===== config.mk =====
export PLATFORM = sky130hd
export DESIGN_NAME = program_loader
export DESIGN_NICKNAME = d
export VERILOG_FILES = /design/src/rtl/program_loader_pkg.sv /design/src/rtl/program_loader.sv
export SDC_FILE = /design/constraint.sdc
export NUM_CORES = 1
export LEC_CHECK = 0
export ABC_CLOCK_PERIOD_IN_PS = 4300
export CAP_MARGIN = 10
export CELL_PAD_IN_SITES_DETAIL_PLACEMENT = 2
export CELL_PAD_IN_SITES_GLOBAL_PLACEMENT = 2
export CORE_MARGIN = 8
export CORE_UTILIZATION = 36
export DETAILED_ROUTE_END_ITERATION = 10
export PLACE_DENSITY_LB_ADDON = 0.15
export SYNTH_ARGS = -nofsm -noshare
export SYNTH_HDL_FRONTEND = slang
export SYNTH_SLANG_ARGS = --single-unit

===== constraint.sdc =====
create_clock -name clk -period 4.3 [get_ports clk]
set_input_delay 0.43 -clock clk [delete_from_list [all_inputs] [get_ports clk]]
set_output_delay 0.43 -clock clk [all_outputs]
set_load 0.1 [all_outputs]

===== src/rtl/program_loader_pkg.sv =====
// Shared definitions for the instruction-RAM loader: loader state encoding and word width.
package program_loader_pkg;

  localparam int WORD_W = 16;

  typedef enum logic [3:0] {
    LD_IDLE    = 4'd0,
    LD_LEN_HI  = 4'd1,
    LD_LEN_LO  = 4'd2,
    LD_DATA_HI = 4'd3,
    LD_DATA_LO = 4'd4,
    LD_WRITE   = 4'd5,
    LD_CHK_HI  = 4'd6,
    LD_CHK_LO  = 4'd7,
    LD_DONE    = 4'd8,
    LD_ERROR   = 4'd9
  } ld_state_e;

endpackage


===== src/rtl/program_loader.sv =====
// Byte-stream program loader: packs big-endian words into RAM port A and holds the CPU until done.
// Optional trailing checksum word is enabled by defining LOADER_CHECKSUM_EN.
//
// Byte handshake: a byte transfers on a rising clk edge where byte_valid & byte_ready are both 1;
// byte_ready depends only on state, never on byte_valid.
module program_loader
  import program_loader_pkg::*;
#(
  parameter int ADDR_W    = 10,
  parameter int BASE_ADDR = 0
) (
  input  logic              clk,
  input  logic              reset,
  input  logic              start,
  input  logic [7:0]        byte_in,
  input  logic              byte_valid,
  output logic              byte_ready,
  output logic [ADDR_W-1:0] ram_addr,
  output logic [WORD_W-1:0] ram_data,
  output logic              ram_we,
  output logic              cpu_hold,
  output logic              done,
  output logic              error,
  output logic [15:0]       words_loaded,
  output ld_state_e         state_dbg
);

  localparam logic [16:0]       DEPTH = 17'(2 ** ADDR_W);
  localparam logic [ADDR_W-1:0] BASE  = ADDR_W'(BASE_ADDR);

  ld_state_e   state, next_state;
  logic [7:0]  hi_q;
  logic [15:0] len_q;
  logic [15:0] pair_word;
  logic [15:0] wl_inc;
  logic        accept;
  logic        restart;
`ifdef LOADER_CHECKSUM_EN
  logic [15:0] sum_q;
  logic [15:0] chk_total;
`endif

  assign pair_word = {hi_q, byte_in};
  assign wl_inc    = words_loaded + 16'd1;
  assign accept    = byte_valid & byte_ready;
  assign restart   = start & ((state == LD_IDLE) | (state == LD_DONE) | (state == LD_ERROR));
`ifdef LOADER_CHECKSUM_EN
  assign chk_total = sum_q + pair_word;
`endif

  always_ff @(posedge clk or negedge reset) begin
    if (!reset) state <= LD_IDLE;
    else        state <= next_state;
  end

  always_comb begin
    next_state = state;
    case (state)
      LD_IDLE, LD_DONE, LD_ERROR: if (start) next_state = LD_LEN_HI;
      LD_LEN_HI:  if (accept) next_state = LD_LEN_LO;
      LD_LEN_LO: begin
        if (accept) begin
          if ({1'b0, pair_word} > DEPTH) next_state = LD_ERROR;
          else if (pair_word == 16'd0)   next_state = LD_DONE;
          else                           next_state = LD_DATA_HI;
        end
      end
      LD_DATA_HI: if (accept) next_state = LD_DATA_LO;
      LD_DATA_LO: if (accept) next_state = LD_WRITE;
      LD_WRITE: begin
        if (wl_inc < len_q) next_state = LD_DATA_HI;
`ifdef LOADER_CHECKSUM_EN
        else                next_state = LD_CHK_HI;
`else
        else                next_state = LD_DONE;
`endif
      end
`ifdef LOADER_CHECKSUM_EN
      LD_CHK_HI: if (accept) next_state = LD_CHK_LO;
      LD_CHK_LO: if (accept) next_state = (chk_total == 16'h0000) ? LD_DONE : LD_ERROR;
`endif
      default: next_state = LD_IDLE;
    endcase
  end

  always_comb begin
    byte_ready = 1'b0;
    case (state)
      LD_LEN_HI, LD_LEN_LO, LD_DATA_HI, LD_DATA_LO, LD_CHK_HI, LD_CHK_LO: byte_ready = 1'b1;
      default: byte_ready = 1'b0;
    endcase
  end

  // done/error/cpu_hold are pure state decodes, so they can never disagree.
  assign ram_we    = (state == LD_WRITE);
  assign done      = (state == LD_DONE);
  assign error     = (state == LD_ERROR);
  assign cpu_hold  = (state != LD_DONE);
  assign state_dbg = state;

  always_ff @(posedge clk or negedge reset) begin
    if (!reset) begin
      hi_q         <= 8'd0;
      len_q        <= 16'd0;
      ram_addr     <= BASE;
      ram_data     <= '0;
      words_loaded <= 16'd0;
`ifdef LOADER_CHECKSUM_EN
      sum_q        <= 16'd0;
`endif
    end else begin
      if (restart) begin
        ram_addr     <= BASE;
        words_loaded <= 16'd0;
`ifdef LOADER_CHECKSUM_EN
        sum_q        <= 16'd0;
`endif
      end
      if (accept) hi_q <= byte_in;
      if (accept && state == LD_LEN_LO)  len_q    <= pair_word;
      if (accept && state == LD_DATA_LO) ram_data <= pair_word;
      // Address/count advance on the edge that ends the write strobe; ram_addr wraps mod DEPTH.
      if (state == LD_WRITE) begin
        ram_addr     <= ram_addr + 1'b1;
        words_loaded <= wl_inc;
`ifdef LOADER_CHECKSUM_EN
        sum_q        <= sum_q + ram_data;
`endif
      end
    end
  end

endmodule

==> Word level (Yosys, flattened, before mapping) <==
Cells that the tools add are included.
{ "totals": {"output_inout_bits": 51, "elab_cells": 51, "input_bits": 12, "ff_bits": 70} }
{ "classes": {"muxes": 14, "eq_ne": 15, "bitwise_logic": 4, "order_cmp": 2, "addsub": 2, "reduce_logical": 8} }
{ "op_table": {"columns": ["cell", "n"], "rows": [
  ["2-to-1 mux 16 bit", 2],
  ["2-to-1 mux 4 bit", 8],
  ["case mux 4 bit (6 select lines)", 1],
  ["2-to-1 mux 10 bit", 2],
  ["adder 16 x 1 -> 16 bit, second input constant", 1],
  ["== test 4 x 3 -> 1 bit, second input constant", 4],
  ["> comparator 16 x 11 -> 1 bit, second input constant", 1],
  ["zero test 16 bit", 1],
  ["< comparator 16 bit", 1],
  ["adder 10 x 1 -> 10 bit, second input constant", 1],
  ["inequality test 2 bit, second input constant", 5],
  ["== test 4 x 2 -> 1 bit, second input constant", 2],
  ["== test 4 bit, second input constant", 2],
  ["OR reduction 6 bit", 1],
  ["AND reduction 5 bit", 1],
  ["== test 4 x 1 -> 1 bit, second input constant", 1],
  ["zero test 4 bit", 1],
  ["inequality test 4 bit, second input constant", 1],
  ["OR reduction 3 bit", 1],
  ["bitwise AND 1 bit", 2],
  ["logical AND 1 bit", 2],
  ["bitwise OR 1 bit", 2],
  ["nonzero test 2 bit", 1],
  ["2-to-1 mux 1 bit", 1]
]} }

==> Logic depth before layout (Yosys ltp) <==
{ "depth": {"ltp_word": 6, "ltp_mapped": 12, "mapped_depth_nobuf": 12} }

==> Least setup slack after synthesis <==
Ideal clock, no wire load.
{ "synth_path": {"path_type": "register -> register", "startpoint": "reg state[2], in the netlist state_dbg[2]", "endpoint": "reg hi_q[0]", "path_slack_ns": 0.578, "t_arrival_ns": 3.597, "t_required_ns": 4.175, "path_stages_with_launch": 7, "path_cell_list": "dfrtp_1 -> buf_2 -> xor2_1 -> nor2_1 -> nor2_1 -> nand2_1 -> mux2_2"} }
{ "synth_via": {"elab_chain_cells": 4, "elab_cells_between_ends": 9, "cone_classes": "eq/ne: 6; mux: 1; bitwise: 1; reduce/logical: 1"} }
{ "synth_lines": {"columns": ["item", "line", "source"], "rows": [
  ["from (decl)", "program_loader.sv:31", "ld_state_e state, next_state;"],
  ["from (signal assigned)", "program_loader.sv:53", "else state <= next_state;"],
  ["== test 4 x 2 -> 1 bit (tied with other cells)", "program_loader.sv:88", "case (state)"],
  ["OR reduction 6 bit *", "program_loader.sv:88", null],
  ["2-to-1 mux 1 bit *", "program_loader.sv:88", null],
  ["via byte_ready", "program_loader.sv:17", "output logic byte_ready,"],
  ["bitwise AND 1 bit *", "program_loader.sv:45", "assign accept = byte_valid & byte_ready;"],
  ["to (signal assigned)", "program_loader.sv:119", "if (accept) hi_q <= byte_in;"],
  ["to (decl)", "program_loader.sv:32", "logic [7:0] hi_q;"]
]} }
Mark *: on every way through the listed nets, which the timed path passes. The rest lies on a longest branch.
A chain may end at the register's enable or synchronous reset.

==> Worst setup path after layout <==
{ "layout_path": {"startpoint": "reg words_loaded[0]", "endpoint": "reg state[1], in the netlist state_dbg[1]"} }
{ "layout_via": {"elab_chain_cells": 4} }
{ "layout_lines": {"columns": ["item", "line", "source"], "rows": [
  ["from (decl)", "program_loader.sv:24", "output logic [15:0] words_loaded,"],
  ["from (signal assigned)", "program_loader.sv:125", "words_loaded <= wl_inc;"],
  ["adder 16 x 1 -> 16 bit", "program_loader.sv:44", "assign wl_inc = words_loaded + 16'd1;"],
  ["< comparator 16 bit", "program_loader.sv:71", "if (wl_inc < len_q) next_state = LD_DATA_HI;"],
  ["2-to-1 mux 4 bit", "program_loader.sv:71", null],
  ["case mux 4 bit (6 select lines)", "program_loader.sv:58", "case (state)"]
]} }
No other way between the ends.

==> summary.txt <==
Outcome
  – Status: finished, final reports clean

Clocking
  – CTS tree: yes
  – Cts hold-fix bufs: 0
  – Clock root buffer: clkbuf_8
  – Clock slew at reported path FFs: 0.08 ns
  – # Post-CTS Setup Buffers: 0
  – Post-CTS resize count: 0
  – Clock Path Buffers: 2
  – H-tree depth: 3
  – Clk_lat worst skew: 0.36 ns
  – CTS Buf Count: 9
  – CTS Sinks: 70

Timing
  – Min Clock Period, post-route: 3.21 ns
  – Hold WS: 0.0322 ns
  – Slew @ Worst Pin: 0.996 ns
  – F_max: 312 MHz
  – Setup_tns: 0 ns
  – Max-slew violations: 0
  – Post-route setup slack: 1.09 ns
  – Final Setup Violations: 0
  – Post-route clock period utilization: 74.5%
  – Fin. Hold Viols: 0
  – Unrepaired setup endpoints after global routing: false
  – Clock skew: 0.00670 ns
  – Max_slew headroom: 33.4%

Global routing
  – Largest net degree at the start of global routing: 48
  – First-pass GRT wire length: 18000 um
  – Initial antenna violation count: 0
  – All-layer global routing usage: 17.1%
  – Vias in the first global route: 3419
  – Global route overflow: 0

Yosys
  – Post-Synth Simple-Gate Area: 15.5%
  – Sequential area share after synthesis: 47.6%
  – Mean Syn Cell Area: 10.4 sq um
  – Synthesis-stage register bit count: 70
  – Adder-cell share of the synthesized area: 5.77%
  – Syn Nets: 384
  – Fraction of registers with async set/reset: 100%
  – EDFF count, synth: 0
  – Main combinational cell family by area after synthesis: simple AND/OR/NAND/NOR gates
  – Synth unique cells: 47
  – Post-synthesis cell area: 3680 sq um
  – Leading area contributor after synthesis: dfrtp_1
  – Mux cell area share after synthesis: 13.0%
  – Synth Instances: 355
  – Synth Area in Compound Gates: 10.9%
  – Most common flop cell mapped by yosys: dfrtp_1
  – Main area contributors after synthesis: dfrtp_1 48%, mux2_2 12%, ha_1 5.8%
  – Ys Warns: 0
  – Top cell type's share of synthesized area: 47.6%
  – Xor/xnor share of the synthesized area: 3.80%

Layout
  – Fraction of layout instances using a drive strength above 1: 16.3%
  – Nets: 447
  – # diodes: 0
  – Fill cells: 1066
  – Area Growth Syn to Fin: 26.8%

Job
  – Max_cap viols: 0

Route
  – Total Wirelength: 11000 um
  – Wire per inst: 19.6 um
  – Vias: 2965
  – Vias per inst: 5.30
  – DRT Pass-1 Iters: 4
  – Post-route ant nets: 0
  – Residual DRC: 0
  – Drt initial violations: 66

Worst setup path
  – Worst endpoint required time: 4.54 ns
  – Worst path depth: 11
  – Critical path type: flop to flop
  – WP data arrival: 3.45 ns
  – Family with the most delay on the worst path: simple AND/OR/NAND/NOR gates
  – Worst-path maximum fanout: 7
  – Reg-to-reg critical path endpoint: state_dbg[1]
  – R2r worst-path depth: 11
  – Reg2Reg Setup Slack: 1.09 ns
  – CP bufs+invs: 1
  – Cell-by-cell listing of the critical path: ha_1 > inv_1 > nor4_1 > nand2_1 > xnor2_1 > ha_1 > nand4_1 > nor3_1 > a2111o_1 > a2bb2o_4 > o22a_1
  – Slowest-stage cell, CP: nor4_1
  – Element type at the critical path end: flop
  – Crit path top cell by count: ha_1
  – Startpoint Class: flop
  – Worst path max stage delay: 0.48 ns
  – Reg2reg start: words_loaded[0]

Placement
  – Port Buf Inserts: 62
  – Pre-CTS WS: 1.22 ns
  – DP HPWL: 7800 um
  – Gpl congestion: 0.749

Floorplanning
  – IO Count: 63
  – Chip Height: 117 um
  – Starting density of the core: 36.3%
  – Die Area: 13700 sq um
  – Core ar.: 10100 sq um
  – Number of core rows: 37
  – Die X-Extent: 117 um

Min path
  – Hold crit path type: primary input to asynchronous set/reset pin

Power
  – VDD IR max: 0.432 mV
  – PwrDens: 708 nW/um^2
  – Leak: 2.17 nW
-- final cells by class --
type / instances / area, sq um / area share [%]
clock buffers: 10 / 128 / 2.73
clock inverters: 6 / 93.8 / 2.01
inverters: 18 / 67.6 / 1.45
multi-input cells: 253 / 1800 / 38.6
flip-flops and latches: 70 / 1750 / 37.5
well taps: 136 / 170 / 3.64
repair buffers: 66 / 656 / 14.0
-- synthesized netlist by cell type (5+ instances only) --
cell,n
xnor2_1,5
buf_2,6
o21ai_0,22
ha_1,17
nor4_1,5
dfrtp_1,70
nand3_1,21
inv_1,17
nand2_1,35
and3_1,6
clkbuf_1,8
mux2_2,40
o21ai_1,9
a21oi_1,8
xor2_1,11
nor2_1,25
nand4_1,5
-- registers in the layout, summed over array words and instances, names as in the netlist --
signal and count:
state_dbg 4, hi_q 8, words_loaded 16, ram_addr 10
len_q 16, ram_data 16
-- cell usage in the layout (no fill, tap or decap), drive strengths merged, types with 3 or more instances in the layout --
cell	instances
nor3	4
nor2	25
ha	17
clkbuf	10
mux2	40
o21ai	31
inv	19
nand2b	4
nand4	5
mux2i	3
nand2	36
xor2	11
buf	6
xnor2	5
clkdlybuf4s50	60
a21o	3
o31ai	4
and3	6
nand3	21
a21oi	8
dfrtp	70
nor4	6
-- cell families (layout without fill, tap and decap cells) --
logic type / count (synthesis) / count (layout)
adder cells (fa/ha/maj): 17 / 17
multiplexers: 43 / 43
AND/OR/NAND/NOR: 117 / 117
AO/OA/AOI/OAI: 60 / 60
XOR/XNOR: 16 / 16
flip-flops: 70 / 70
buffers and inverters: 32 / 100
-- worst max-delay path by stage --
stage / start / endpoint / slack [ns]
global route: words_loaded[0] / state_dbg[1] / 0.82
detailed placement: words_loaded[2] / state_dbg[1] / 1.22
floorplan: state_dbg[2] / hi_q[0] / 0.58
global placement: words_loaded[2] / state_dbg[1] / 1.38
finish: words_loaded[0] / state_dbg[1] / 1.09
CTS: words_loaded[0] / state_dbg[1] / 1.10
-- metrics by stage --
stage | util, % | std cells | total power [W] | cell area (sq um)
global route | 46.1 | 559 | 0.00348 | 4670
floorplan | - | 355 | 0.00227 | 3680
detailed placement | 43.7 | 542 | 0.00271 | 4430
global placement | 43.7 | 542 | 0.00266 | 4430
finish | 46.1 | 559 | 0.00331 | 4670
CTS | 45.9 | 558 | 0.00335 | 4650
-- layer usage --
layer | up-vias | wire length, um | track usage, %
met5 | - | 0 | 0
met4 | 0 | 115 | 5.12
met3 | 11 | 377 | 3.34
met2 | 35 | 5860 | 31.6
met1 | 1537 | 4610 | 19.4
li1 | 1382 | - | -
-- power by group --
part	internal, W	switching [W]
combinational	0.000510	0.00115
clock	0.000331	0.000279
sequential	0.000857	0.000184
total	0.00170	0.00161
-- worst reg2reg max path: stages, from the launching register on --
cell and delay, ns:
dfrtp_1 0.47, ha_1 0.28, inv_1 0.11, nor4_1 0.48
nand2_1 0.18, xnor2_1 0.17, ha_1 0.33, nand4_1 0.16
nor3_1 0.27, a2111o_1 0.25, a2bb2o_4 0.23, o22a_1 0.19
No activity file was read; power rests on OpenSTA's default activity.
